`config.mk`:
```
export PLATFORM = sky130hd
export DESIGN_NAME = serial_adder
export DESIGN_NICKNAME = d
export VERILOG_FILES = /design/src/rtl/serial_adder.sv
export SDC_FILE = /design/constraint.sdc
export NUM_CORES = 1
export LEC_CHECK = 0
export ABC_AREA = 1
export ABC_CLOCK_PERIOD_IN_PS = 1100
export CAP_MARGIN = 20
export CELL_PAD_IN_SITES_DETAIL_PLACEMENT = 1
export CELL_PAD_IN_SITES_GLOBAL_PLACEMENT = 2
export CORE_UTILIZATION = 28
export CTS_CLUSTER_SIZE = 8
export DETAILED_ROUTE_END_ITERATION = 16
export PLACE_DENSITY = 0.79
export REMOVE_ABC_BUFFERS = 1
export SLEW_MARGIN = 10
export SYNTH_ARGS = -nofsm -noshare
export SYNTH_HDL_FRONTEND = slang
export SYNTH_SLANG_ARGS = --single-unit
export TNS_END_PERCENT = 50
```
`constraint.sdc`:
```
create_clock -name clk -period 1.1 [get_ports clk]
set_input_delay 0.22 -clock clk [delete_from_list [all_inputs] [get_ports clk]]
set_output_delay 0.22 -clock clk [all_outputs]
set_load 0.01 [all_outputs]
```
`src/rtl/serial_adder.sv`:
```
// Bit-serial adder: one full-adder cell, WIDTH cycles per add, LSB first.
// Optional subtract mode enabled by defining SERIAL_ADDER_SUB_EN (adds input port sub).
module serial_adder #(
  parameter int unsigned WIDTH = 8
) (
  input  logic             clk,
  input  logic             rst,
  input  logic             start,
  input  logic [WIDTH-1:0] A,
  input  logic [WIDTH-1:0] B,
  input  logic             Cin,
`ifdef SERIAL_ADDER_SUB_EN
  input  logic             sub,
`endif
  output logic             busy,
  output logic             done,
  output logic [WIDTH-1:0] Sum,
  output logic             Cout
);

  localparam int unsigned CntW = (WIDTH > 1) ? $clog2(WIDTH) : 1;
  typedef logic [CntW-1:0] cnt_t;
  localparam cnt_t LastCnt = cnt_t'(WIDTH - 1);

  typedef enum logic [1:0] {StIdle, StAdd, StDone} state_e;

  state_e           state_q, state_d;
  logic [WIDTH-1:0] a_q, a_d, b_q, b_d;
  logic [WIDTH-1:0] sum_sr_q, sum_sr_d;
  logic [WIDTH-1:0] sum_q, sum_d;
  logic             carry_q, carry_d;
  logic             cout_q, cout_d;
  cnt_t             count_q, count_d;

  logic [WIDTH-1:0] b_load;
  logic             carry_load;
  logic             bit_s, bit_c;
  logic [WIDTH-1:0] sum_shift;

  // Subtraction is A + ~B + 1: invert B and force the carry-in on capture.
`ifdef SERIAL_ADDER_SUB_EN
  assign b_load     = sub ? ~B : B;
  assign carry_load = sub ? 1'b1 : Cin;
`else
  assign b_load     = B;
  assign carry_load = Cin;
`endif

  assign bit_s     = a_q[0] ^ b_q[0] ^ carry_q;
  assign bit_c     = (a_q[0] & b_q[0]) | (b_q[0] & carry_q) | (a_q[0] & carry_q);
  assign sum_shift = {bit_s, sum_sr_q[WIDTH-1:1]};

  always_comb begin
    state_d  = state_q;
    a_d      = a_q;
    b_d      = b_q;
    sum_sr_d = sum_sr_q;
    sum_d    = sum_q;
    carry_d  = carry_q;
    cout_d   = cout_q;
    count_d  = count_q;
    unique case (state_q)
      StIdle, StDone: begin
        if (start) begin
          state_d = StAdd;
          a_d     = A;
          b_d     = b_load;
          carry_d = carry_load;
          count_d = '0;
        end else begin
          state_d = StIdle;
        end
      end
      StAdd: begin
        a_d      = a_q >> 1;
        b_d      = b_q >> 1;
        sum_sr_d = sum_shift;
        carry_d  = bit_c;
        count_d  = count_q + cnt_t'(1);
        if (count_q == LastCnt) begin
          state_d = StDone;
          sum_d   = sum_shift;
          cout_d  = bit_c;
        end
      end
      default: state_d = StIdle;
    endcase
  end

  always_ff @(posedge clk or posedge rst) begin
    if (rst) begin
      state_q  <= StIdle;
      a_q      <= '0;
      b_q      <= '0;
      sum_sr_q <= '0;
      sum_q    <= '0;
      carry_q  <= 1'b0;
      cout_q   <= 1'b0;
      count_q  <= '0;
    end else begin
      state_q  <= state_d;
      a_q      <= a_d;
      b_q      <= b_d;
      sum_sr_q <= sum_sr_d;
      sum_q    <= sum_d;
      carry_q  <= carry_d;
      cout_q   <= cout_d;
      count_q  <= count_d;
    end
  end

  assign busy = (state_q == StAdd);
  assign done = (state_q == StDone);
  assign Sum  = sum_q;
  assign Cout = cout_q;

endmodule

```
==> results.txt <==
Post-DRT Antenna Nets - 0
Crit Path Max Fanout - 3
worst slack, placed - -217 ps
GPL Wtd Cong - 0.667
fraction of layout cells with a size suffix above 1 - 0.360
DRT Pass-1 Iters - 4
pin count of the biggest net entering global routing - 39
worst r2r src - state_q[0]
# setup viols final - 35
setup slack after layout - -148 ps
worst-case reg-to-reg path depth - 7
clock sinks - 38
drt drc - 0
pwr dens - 2940 mW/mm^2
Final Hold Viols - 0
Detailed Place HPWL - 2.93 mm
CTS root buf - clkbuf_8
Critical Path AT - 1030 ps
Via Count - 1,574
RSZ-0062 raised after global routing - yes
die span in y - 82.5 um
synth warn - 0
IO Port Bufs - 30
Slew @ Worst Pin - 217 ps
run status - finished with violations
sequential area share after synthesis - 0.524
Cell Rows - 28
global-route wire length before repair - 8.05 mm
Synth area leaders - dfrtp_1, nand2_1, inv_1
GRT Total Usage - 0.159
# H-tree levels - 2
Fill cells - 715
met3 wire len - 144 um
Slew Limit Fails - 0
Leakage Power - 1.44 nW
flops & latches, synth - 38
TritonCTS clock tree - yes
r2r endpoint - a_q[4]
Clock Power Share - 0.110
failing checks - negative setup slack
Worst-path clk slew - 70 ps
required time of the critical path - 880 ps
final setup TNS - -3190 ps
number of global-route vias before repair - 1,708
M1 wire length - 2.08 mm
CTS max path bufs - 2
clk_lat worst skew - 280 ps
internal power - 0.00473 W
switching power total - 0.00338 W
Die X - 82.5 um
met2 routed WL - 2.35 mm
final wirelength - 4.59 mm
Worst setup EP type - output pin
DRT iter0 DRCs - 58
initial core utilization - 0.298
R2R setup slack - -140 ps
Max Clock Freq - 0.801 GHz
Gate power share - 0.582
Tmin final - 1250 ps
Num CTS Buffers - 5
initial antenna violation count - 0
DR top layer - met4
Max-slew headroom - 0.855
clk_skew - 2.63 ps
Net Sw Frac - 0.417
DR WL/cell - 13.1 um
Layout area overhead - 52.2%
Yosys cell types - 19
Via density - 4.50
Final #Nets - 298
max-cap violation count - 0
Hold/Removal Path Class - primary input to asynchronous set/reset pin
top cell type's share of synthesized area - 0.524
# IOs - 31
GRT overflow - 0
post-synth top area cell - dfrtp_1
crit path launch type - flop
Post-Syn Area - 0.00182 mm^2
Cells after Synth - 220
diode count - 0
Mapped Avg Cell Area - 8.25 um^2
Peak VDD IR - 1.17 mV
die area - 0.00681 mm^2
Crit Path Class - flop to output pin
final period utilization - 1.13
Core Area - 0.00610 mm^2
sequential power share - 0.308
==> worst max path at each step <==
| stage | start | endpoint | slack [ps] |
|---|---|---|---|
| floorplan | state_q[0] | a_q[0] | -400 |
| global placement | state_q[1] | done | -210 |
| detailed placement | state_q[1] | done | -220 |
| CTS | state_q[0] | done | -140 |
| global route | state_q[0] | a_q[3] | -200 |
| finish | state_q[0] | done | -150 |
==> logic make-up (layout without fill, tap and decap cells) <==
kind of cell,after synthesis,in the layout,share of synthesized area
adders and majority gates,3,3,0.0248
AOI/OAI and AO/OA,19,19,0.0689
buffers and inverters,52,107,0.123
and+or+nand+nor,108,108,0.259
DFF,38,38,0.524
==> through the flow <==
| stage | std cells | area [um^2] | total power, W | hold WS, ps | util |
|---|---|---|---|---|---|
| after floorplan | 211 | 1760 | 0.00437 | 341 | - |
| after global placement | 335 | 2340 | 0.00583 | 462 | 0.384 |
| after detailed placement | 335 | 2340 | 0.00596 | 466 | 0.384 |
| after CTS | 349 | 2720 | 0.00802 | 294 | 0.446 |
| after global routing | 350 | 2760 | 0.00886 | 306 | 0.453 |
| final | 350 | 2760 | 0.00811 | 281 | 0.453 |
==> flip-flops by register name (all words and copies together), names as in the netlist <==
register and cells:
sum_sr_q 7, Sum 8, a_q 8, b_q 8, count_q 3, state_q 2, carry_q 1, Cout 1
==> cell type report <==
type,instances,area (um^2),area share
Timing Repair Buffer,57,592,0.214
Clock buffer,5,68.8,0.0249
Sequential cell,38,951,0.344
Tap cell,75,93.8,0.0340
Inverter,43,169,0.0611
Multi-Input combinational cell,130,878,0.318
Clock inverter,2,10.0,0.00362
==> synth_stat cells <==
cell type,instances
nand2_1,71
inv_1,40
dfrtp_1,38
nand3_1,30
o21ai_0,10
o21ai_2,8
buf_2,3
buf_4,2
buf_6,2
clkbuf_1,2
ha_1,2
inv_2,2
nand2_2,2
nand2_4,2
nor2_1,2
a21oi_1,1
fa_1,1
inv_4,1
nor2_4,1
==> timing repair <==
item                                    in CTS  in global routing
gates resized for setup                    118                  7
endpoints found under the setup margin      49                 43
hold buffers                                 0                  0
setup buffers                                6                  1
pin swaps                                   12                  5
cloned                                       2                  0
==> layer usage <==
metal / track usage / vias up
li1: - / 780
met1: 0.202 / 765
met2: 0.275 / 26
met3: 0.0297 / 3
met4: 0.0466 / 0
met5: 0 / -
==> power by group through the flow <==
stage	clock, W	combinational, W	sequential [W]
after floorplan	0	0.00189	0.00248
after global placement	0	0.00342	0.00241
after detailed placement	0	0.00352	0.00245
after CTS	0.000944	0.00460	0.00248
after global routing	0.000986	0.00529	0.00259
final	0.000893	0.00472	0.00250
==> worst max-delay path, stage by stage, from the launching register on <==
cell	delay, ps
dfrtp_1	400
buf_6	140
nor2_4	90
buf_6	110
==> cell usage in the layout (no fill, tap or decap) <==
cell type and instances:
ha_4 2, a21oi_2 1, clkdlybuf4s50_1 19, nor2_1 1, inv_2 4, buf_2 9, o21ai_1 5, buf_8 2
inv_1 38, nand2_2 5, nand3_2 14, nor2_4 2, fa_1 1, buf_16 2, nand2_4 10, buf_12 4
clkinv_2 2, nand2_1 57, nand2_8 3, o21ai_0 1, nand3_1 16, buf_6 9, clkbuf_8 5, buf_4 12
dfrtp_1 38, inv_8 1, o21ai_2 12
Power figures use the tool's default switching activity.
